`config.mk`:
```
export PLATFORM = sky130hd
export DESIGN_NAME = mode_sync_ctrl
export DESIGN_NICKNAME = d
export VERILOG_FILES = /design/src/rtl/mode_sync_pkg.sv /design/src/rtl/vs_edge_sync.sv /design/src/rtl/mode_sync_ctrl.sv
export SDC_FILE = /design/constraint.sdc
export NUM_CORES = 1
export LEC_CHECK = 0
export BUFFER_PORTS_ARGS = -buffer_cell sky130_fd_sc_hd__buf_2
export CORE_UTILIZATION = 45
export DETAILED_ROUTE_END_ITERATION = 16
export GPL_TIMING_DRIVEN = 0
export PLACE_DENSITY = 0.65
export SYNTH_ARGS = -nofsm -noshare
export SYNTH_HDL_FRONTEND = slang
export SYNTH_SLANG_ARGS = --single-unit
```
`constraint.sdc`:
```
create_clock -name sys_clk -period 2.9 [get_ports sys_clk]
set_input_delay 0.435 -clock sys_clk [delete_from_list [all_inputs] [get_ports sys_clk]]
set_output_delay 0.435 -clock sys_clk [all_outputs]
set_load 0.02 [all_outputs]
```
`src/rtl/mode_sync_pkg.sv`:
```
// Shared types and constants for the frame-synchronous mode switch.
package mode_sync_pkg;

    typedef enum logic [1:0] {
        IDLE = 2'd0,
        PEND = 2'd1,
        SHOW = 2'd2
    } state_t;

    localparam int MODE_W   = 2;
    localparam int MODE_MAX = 3;

endpackage

```
`src/rtl/vs_edge_sync.sv`:
```
// Brings raw camera vsync into sys_clk and emits a one-cycle frame-start strobe
// on each transition into the active level.
module vs_edge_sync #(
    parameter logic VS_POL = 1'b1
) (
    input  logic sys_clk,
    input  logic sys_rst,
    input  logic vs_i,
    output logic fs_o
);

    logic s1;
    logic s2;
    logic d;

    always_ff @(posedge sys_clk or posedge sys_rst) begin
        if (sys_rst) begin
            s1 <= 1'b0;
            s2 <= 1'b0;
            d  <= 1'b0;
        end else begin
            s1 <= vs_i ^ ~VS_POL;
            s2 <= s1;
            d  <= s2;
        end
    end

    // Synchronized level vs. its one-cycle delay gives the rising edge.
    assign fs_o = s2 & ~d;

endmodule

```
`src/rtl/mode_sync_ctrl.sv`:
```
// Defers debounced mode changes to the next camera frame start (or a vsync
// watchdog timeout) and opens an OSD window for a fixed number of frames.
module mode_sync_ctrl
    import mode_sync_pkg::*;
#(
    parameter logic [MODE_W-1:0] INIT_MODE  = 2'd0,
    parameter logic [7:0]        OSD_FRAMES = 8'd60,
    parameter logic [23:0]       VS_TIMEOUT = 24'd2_500_000,
    parameter logic              VS_POL     = 1'b1
) (
    input  logic              sys_clk,
    input  logic              sys_rst,
    input  logic [3:0]        mode_req,
    input  logic              cam_vsync,
    output logic [MODE_W-1:0] mode_cur,
    output logic              mode_chg,
    output logic              osd_en,
    output logic              busy
);

    localparam logic [23:0] WDOG_MAX  = VS_TIMEOUT - 24'd1;
    localparam logic [7:0]  FCNT_LAST = OSD_FRAMES - 8'd1;

    function automatic logic [23:0] wdog_sat_inc(input logic [23:0] v);
        return (v == WDOG_MAX) ? v : v + 24'd1;
    endfunction

    state_t            state;
    logic [MODE_W-1:0] mode_pend;
    logic [23:0]       wdog;
    logic [7:0]        fcnt;
    logic              fs;
    logic              req_vld;
    logic              req_new;
    logic [MODE_W-1:0] req;

    vs_edge_sync #(
        .VS_POL (VS_POL)
    ) u_vs_edge_sync (
        .sys_clk (sys_clk),
        .sys_rst (sys_rst),
        .vs_i    (cam_vsync),
        .fs_o    (fs)
    );

    // Indices above MODE_MAX are treated as "no request".
    assign req     = mode_req[MODE_W-1:0];
    assign req_vld = (mode_req <= 4'(MODE_MAX));
    assign req_new = req_vld && (req != mode_cur);

    always_ff @(posedge sys_clk or posedge sys_rst) begin
        if (sys_rst) begin
            state     <= IDLE;
            mode_cur  <= INIT_MODE;
            mode_pend <= INIT_MODE;
            mode_chg  <= 1'b0;
            osd_en    <= 1'b0;
            busy      <= 1'b0;
            wdog      <= 24'd0;
            fcnt      <= 8'd0;
        end else begin
            mode_chg <= 1'b0;
            case (state)
                IDLE: begin
                    if (req_new) begin
                        mode_pend <= req;
                        wdog      <= 24'd0;
                        busy      <= 1'b1;
                        state     <= PEND;
                    end
                end
                PEND: begin
                    wdog <= wdog_sat_inc(wdog);
                    // A request back to the current mode cancels, even on a frame start.
                    if (req_vld && !req_new) begin
                        busy  <= 1'b0;
                        state <= IDLE;
                    end else begin
                        if (req_new) begin
                            mode_pend <= req;
                        end
                        if (fs || (wdog == WDOG_MAX)) begin
                            mode_cur <= mode_pend;
                            mode_chg <= 1'b1;
                            fcnt     <= 8'd0;
                            osd_en   <= 1'b1;
                            busy     <= 1'b0;
                            state    <= SHOW;
                        end
                    end
                end
                SHOW: begin
                    if (req_new) begin
                        mode_pend <= req;
                        wdog      <= 24'd0;
                        osd_en    <= 1'b0;
                        busy      <= 1'b1;
                        state     <= PEND;
                    end else if (fs) begin
                        if (fcnt == FCNT_LAST) begin
                            osd_en <= 1'b0;
                            state  <= IDLE;
                        end else begin
                            fcnt <= fcnt + 8'd1;
                        end
                    end
                end
                default: begin
                    osd_en <= 1'b0;
                    busy   <= 1'b0;
                    state  <= IDLE;
                end
            endcase
        end
    end

endmodule
```
Yosys cells after proc, flatten, opt, wreduce, memory -nomap -nowiden --
Index checks and enable logic that the tools add are counted.
Operators by class: $add $sub $neg 2, magnitude comparators 1, equal/unequal tests 16, mux-type cells 32, bitwise logic cells 4, reduce and logical (&&, ||, !) cells 15
Operator list (count):
- 2-to-1 mux 24 bit | 2
- case mux 24 bit (2 select lines) | 1
- 2-to-1 mux 8 bit | 5
- adder 24 x 1 -> 24 bit (second input constant) | 1
- equality test 24 x 22 -> 1 bit (second input constant) | 1
- 2-to-1 mux 2 bit | 8
- case mux 8 bit (2 select lines) | 1
- != test 2 bit (second input constant) | 7
- 2-to-1 mux 1 bit | 11
- != test 3 bit (second input constant) | 3
- adder 8 x 1 -> 8 bit (second input constant) | 1
- equality test 8 x 6 -> 1 bit (second input constant) | 1
- case mux 2 bit (3 select lines) | 1
- AND reduction 3 bit | 2
- AND reduction 6 bit | 1
- AND reduction 5 bit | 1
- less-or-equal comparator 4 x 2 -> 1 bit (second input constant) | 1
- case mux 2 bit (2 select lines) | 1
- AND reduction 2 bit | 2
- AND reduction 4 bit | 1
- nonzero test 2 bit | 2
- NOT 1 bit | 3
- case mux 1 bit (3 select lines) | 1
- equality test 2 x 1 -> 1 bit (second input constant) | 1
- other kinds (10) | 11
Storage, ports and cells: bits in registers 44, output and inout port bits 5, logic and storage cells 81

Logic depth before layout (Yosys ltp) --
depth in word-level cells 6, mapped depth 8, mapped depth without buffers 6

By module --
From an unflattened synthesis, not the netlist that was laid out.
Unflattened totals: cells, all modules 243, area total of the unflattened synthesis 2401.1 sq um
By module, submodules not included:
- mode_sync_ctrl | times used 1, cells each 238, area an instance 2308.5 sq um, sequential area each 1026.0 sq um
- vs_edge_sync | times used 1, cells each 5, area an instance 92.6 sq um, sequential area each 75.1 sq um

Least setup slack after synthesis --
OpenSTA, ideal clock, no wires.
path type register to register, from reg wdog[0], to reg mode_cur[0], setup time 125 ps, arrival 2003 ps, data required time 2775 ps, path slack 772 ps, stages on the path, launching flop included 8, path buffers 1, path through dfrtp_1 ha_1 nand3_2 or4_1 buf_6 o21ai_2 and2_4 mux2_2
On the way: cells in the longest elaborated chain, start to end 3
Ends and longest elaborated chain:
- from (decl) | RTL line mode_sync_ctrl.sv:30 | logic [23:0] wdog;
- from (signal assigned) | RTL line mode_sync_ctrl.sv:73 | wdog <= wdog_sat_inc(wdog);
- equality test 24 x 22 -> 1 bit | RTL line mode_sync_ctrl.sv:82 | if (fs || (wdog == WDOG_MAX)) begin
- logical OR 1 bit | RTL line mode_sync_ctrl.sv:82
- AND reduction 3 bit (no line)
- to (signal assigned) | RTL line mode_sync_ctrl.sv:83 | mode_cur <= mode_pend;
- to (decl) | RTL line mode_sync_ctrl.sv:15 | output logic [MODE_W-1:0] mode_cur,
No other way between the ends. A chain may end at the register's enable or synchronous reset.

Worst setup path after layout --
from reg wdog[0], to reg wdog[3]
On the way: cells in the longest elaborated chain, start to end 3, elaborated cells on any way between the ends 6, classes of those cells 1 x add/sub; 2 x eq/ne; 2 x mux; 1 x reduce/logical
Ends and longest elaborated chain:
- adder 24 x 1 -> 24 bit / equality test 24 x 22 -> 1 bit (equally long branches) | RTL line mode_sync_ctrl.sv:25 | return (v == WDOG_MAX) ? v : v + 24'd1;
- 2-to-1 mux 24 bit / != test 2 bit (equally long branches)
- case mux 24 bit (2 select lines) / AND reduction 3 bit (equally long branches)
Several ways; a longest one is shown, not always the timed one. The select of a mux whose other input is x is not followed.

==> results by group <==
Pwr
  – Post-layout power: 1.672 mW
  – P per Cell Area: 645.7 nW/µm²
  – Leakage power: 1.091 nW
  – VDD IR-drop max: 0.4154 mV

Clocking
  – TritonCTS clock tree: built
  – Later-pin clock latency in the skew report: 280 ps
  – Cts repair resizes: 0
  – Hold-fix buffers, CTS: 0
  – Root buf cell: clkbuf_8
  – H-tree Lvls: 2
  – CTS Buf Count: 5
  – Setup Buffers After CTS: 0
  – Clk buf depth: 2
  – Reg clk slew, reported paths: 80 ps
  – CTS sink cnt: 44

Global routing
  – First-pass GRT wire length: 8.066 mm
  – Overall routing resource usage: 19.49%
  – Gr ovfl total: 0
  – Pin count of the biggest net entering global routing: 34
  – Number of global-route vias before repair: 1674
  – Initial antenna violation count: 0

Route
  – Met1 WL: 2.346 mm
  – DRT Wirelength: 4.702 mm
  – Vias post-DR: 1818
  – # DRC: 0
  – Wire per inst: 14.69 µm
  – Number of DRC violations after detailed-routing iteration 0: 91
  – Metal3 WL: 197 µm
  – Uppermost routed layer: met4
  – Via/cell ratio: 5.681
  – Met2 routed WL: 2.139 mm
  – Final ANT Viol Nets: 0
  – Drt pass-1 iters: 4

Final layout
  – Layout cells sized above 1: 16.60%
  – Most common cell after layout, fill and taps aside: dfrtp_1
  – Register area: 1101 µm²
  – Post-Route Utilization: 53.39%
  – Multi-input logic area: 1149 µm²
  – Fillers: 430
  – Area growth syn-to-layout: 11.66%
  – # diodes: 0
  – Commonest cells after routing, fill and taps aside: 44 x dfrtp_1, 24 x nand2_1, 20 x nor2_1
  – # nets final: 261

Setup path
  – Critical Path RT: 3110 ps
  – Worst Path Max Fanout: 5
  – Worst-case reg-to-reg path depth: 6
  – Startpoint types: flop
  – Reg-to-Reg Start: wdog[0]
  – Worst R2R Setup Slack: 590 ps
  – Critical Path AT: 2520 ps
  – CP endpoint kind: flop
  – CP Class: reg -> reg
  – Crit Reg-Reg Endpoint: wdog[3]

Synthesis
  – Avg Synthesized Cell Area: 9.951 µm²
  – Synth top area cells: dfrtp_1 47%, nand2_1 3.9%, nor2_1 3.2%
  – Mapped Cells: 233
  – Area leader, netlist: dfrtp_1
  – Synth warn: 0
  – Post-synthesis cell type count: 48
  – Async S/R FF share, synth: 100.0%
  – Flop and latch count out of synthesis: 44
  – Yosys top cell area share: 47.49%
  – Post-Syn Area: 2318 µm²
  – Post-Syn Nets: 242
  – Sequential fraction of the synthesis area: 47.49%
  – Ys flop type: dfrtp_1
  – Post-synth EDFFs: 0

Run status
  – Status: complete, no violations

STA
  – F_max: 432.1 MHz
  – Slew Viols, Final: 0
  – Slew HR: 54.21%
  – Final Skew: 3.463 ps
  – Setup TNS: 0 ps
  – Min Clock Period, post-route: 2314 ps
  – Hold Slack: 80.55 ps
  – Slew of the pin with the lowest slew margin: 680.5 ps
  – Final WS setup: 585.7 ps
  – # setup viols final: 0
  – Unrepaired setup endpoints after global routing: false
  – Part of the cycle the worst path needs: 79.80%
  – Fin. Hold Viols: 0

Run
  – Max-Cap Viols: 0

Die
  – I/O pin total: 12
  – Die ar.: 5443 µm²
  – Num rows: 25
  – Die height: 73.78 µm
  – Initial Util: 47.82%
  – Core area: 4848 µm²
  – Die W: 73.78 µm

Placed design
  – Hpwl dp: 3.409 mm
  – GP Congestion: 0.8597
  – Setup WS pre-CTS: 611.0 ps
  – # port buffers: 11

Min path
  – Worst Hold Class: in -> async
## how the worst max path moves through the flow
stage | endpoint | cells after the start | from | slack (ps)
final | wdog[3] | 6 | wdog[0] | 590
after global routing | wdog[3] | 6 | wdog[0] | 410
after CTS | wdog[3] | 6 | wdog[0] | 590
after detailed placement | wdog[3] | 6 | wdog[0] | 610
after global placement | mode_cur[1] | 7 | wdog[0] | 620
after floorplan | mode_cur[0] | 7 | wdog[0] | 770
## routing by layer
layer / vias up / track usage (%)
li1: 896 / -
met1: 885 / 28.75
met2: 35 / 29.87
met3: 2 / 4.115
met4: 0 / 3.205
met5: - / 0
## cells by family after synthesis
| logic type | share of synthesized area, % |
|---|---|
| xor+xnor | 5.289 |
| mux | 3.777 |
| flops | 47.49 |
| buf+inv | 2.968 |
| compound gates | 14.14 |
| fa+ha+maj | 1.079 |
| simple gates | 25.26 |
## Yosys cell counts, types with 3 or more instances
| master | number |
|---|---|
| and3_1 | 5 |
| o21ai_0 | 12 |
| inv_1 | 7 |
| o211ai_1 | 5 |
| xor2_1 | 8 |
| dfrtp_1 | 44 |
| nor2_1 | 20 |
| nand3_1 | 11 |
| nand4_1 | 9 |
| nor4_1 | 3 |
| a21oi_1 | 14 |
| or3_1 | 10 |
| or4_1 | 4 |
| xnor2_1 | 6 |
| mux2_2 | 6 |
| nand2_1 | 24 |
| buf_6 | 3 |
## layout make-up
cell class                 instances  area share [%]
multi-input combinational        177           44.37
sequential                        44           42.53
tap                               67           3.238
timing repair buffer              12           2.900
clock buffer                       5           2.658
clock inverter                     3           1.643
buffer                             5           1.643
inverter                           7           1.015
## critical path, cell delays in order, from the launching register on
cell	delay, ps
dfrtp_1	420
ha_1	240
nand3_2	140
nor4_1	640
a21boi_0	360
nand4_1	220
mux2i_1	210
## state kept, by name, summed over array words and instances (netlist names)
signal             count
busy                   1
fcnt                   8
mode_chg               1
mode_cur               2
mode_pend              2
osd_en                 1
state                  2
u_vs_edge_sync.d       1
u_vs_edge_sync.s1      1
u_vs_edge_sync.s2      1
wdog                  24
## power by group
group / internal [mW] / leakage [nW] / total (mW) / switching, mW
sequential: 0.706 / 0.590 / 0.793 / 0.0876
clock: 0.255 / 0.0541 / 0.460 / 0.205
combinational: 0.170 / 0.447 / 0.419 / 0.249
total: 1.13 / 1.09 / 1.67 / 0.541
## per-stage QoR
step           cell area (µm²)  std cells
6_report                  2589        320
3_3_place_gp              2457        311
5_1_grt                   2589        320
2_1_floorplan             2318        233
3_5_place_dp              2477        312
4_1_cts                   2589        320
(Power assumes the default switching activity.)
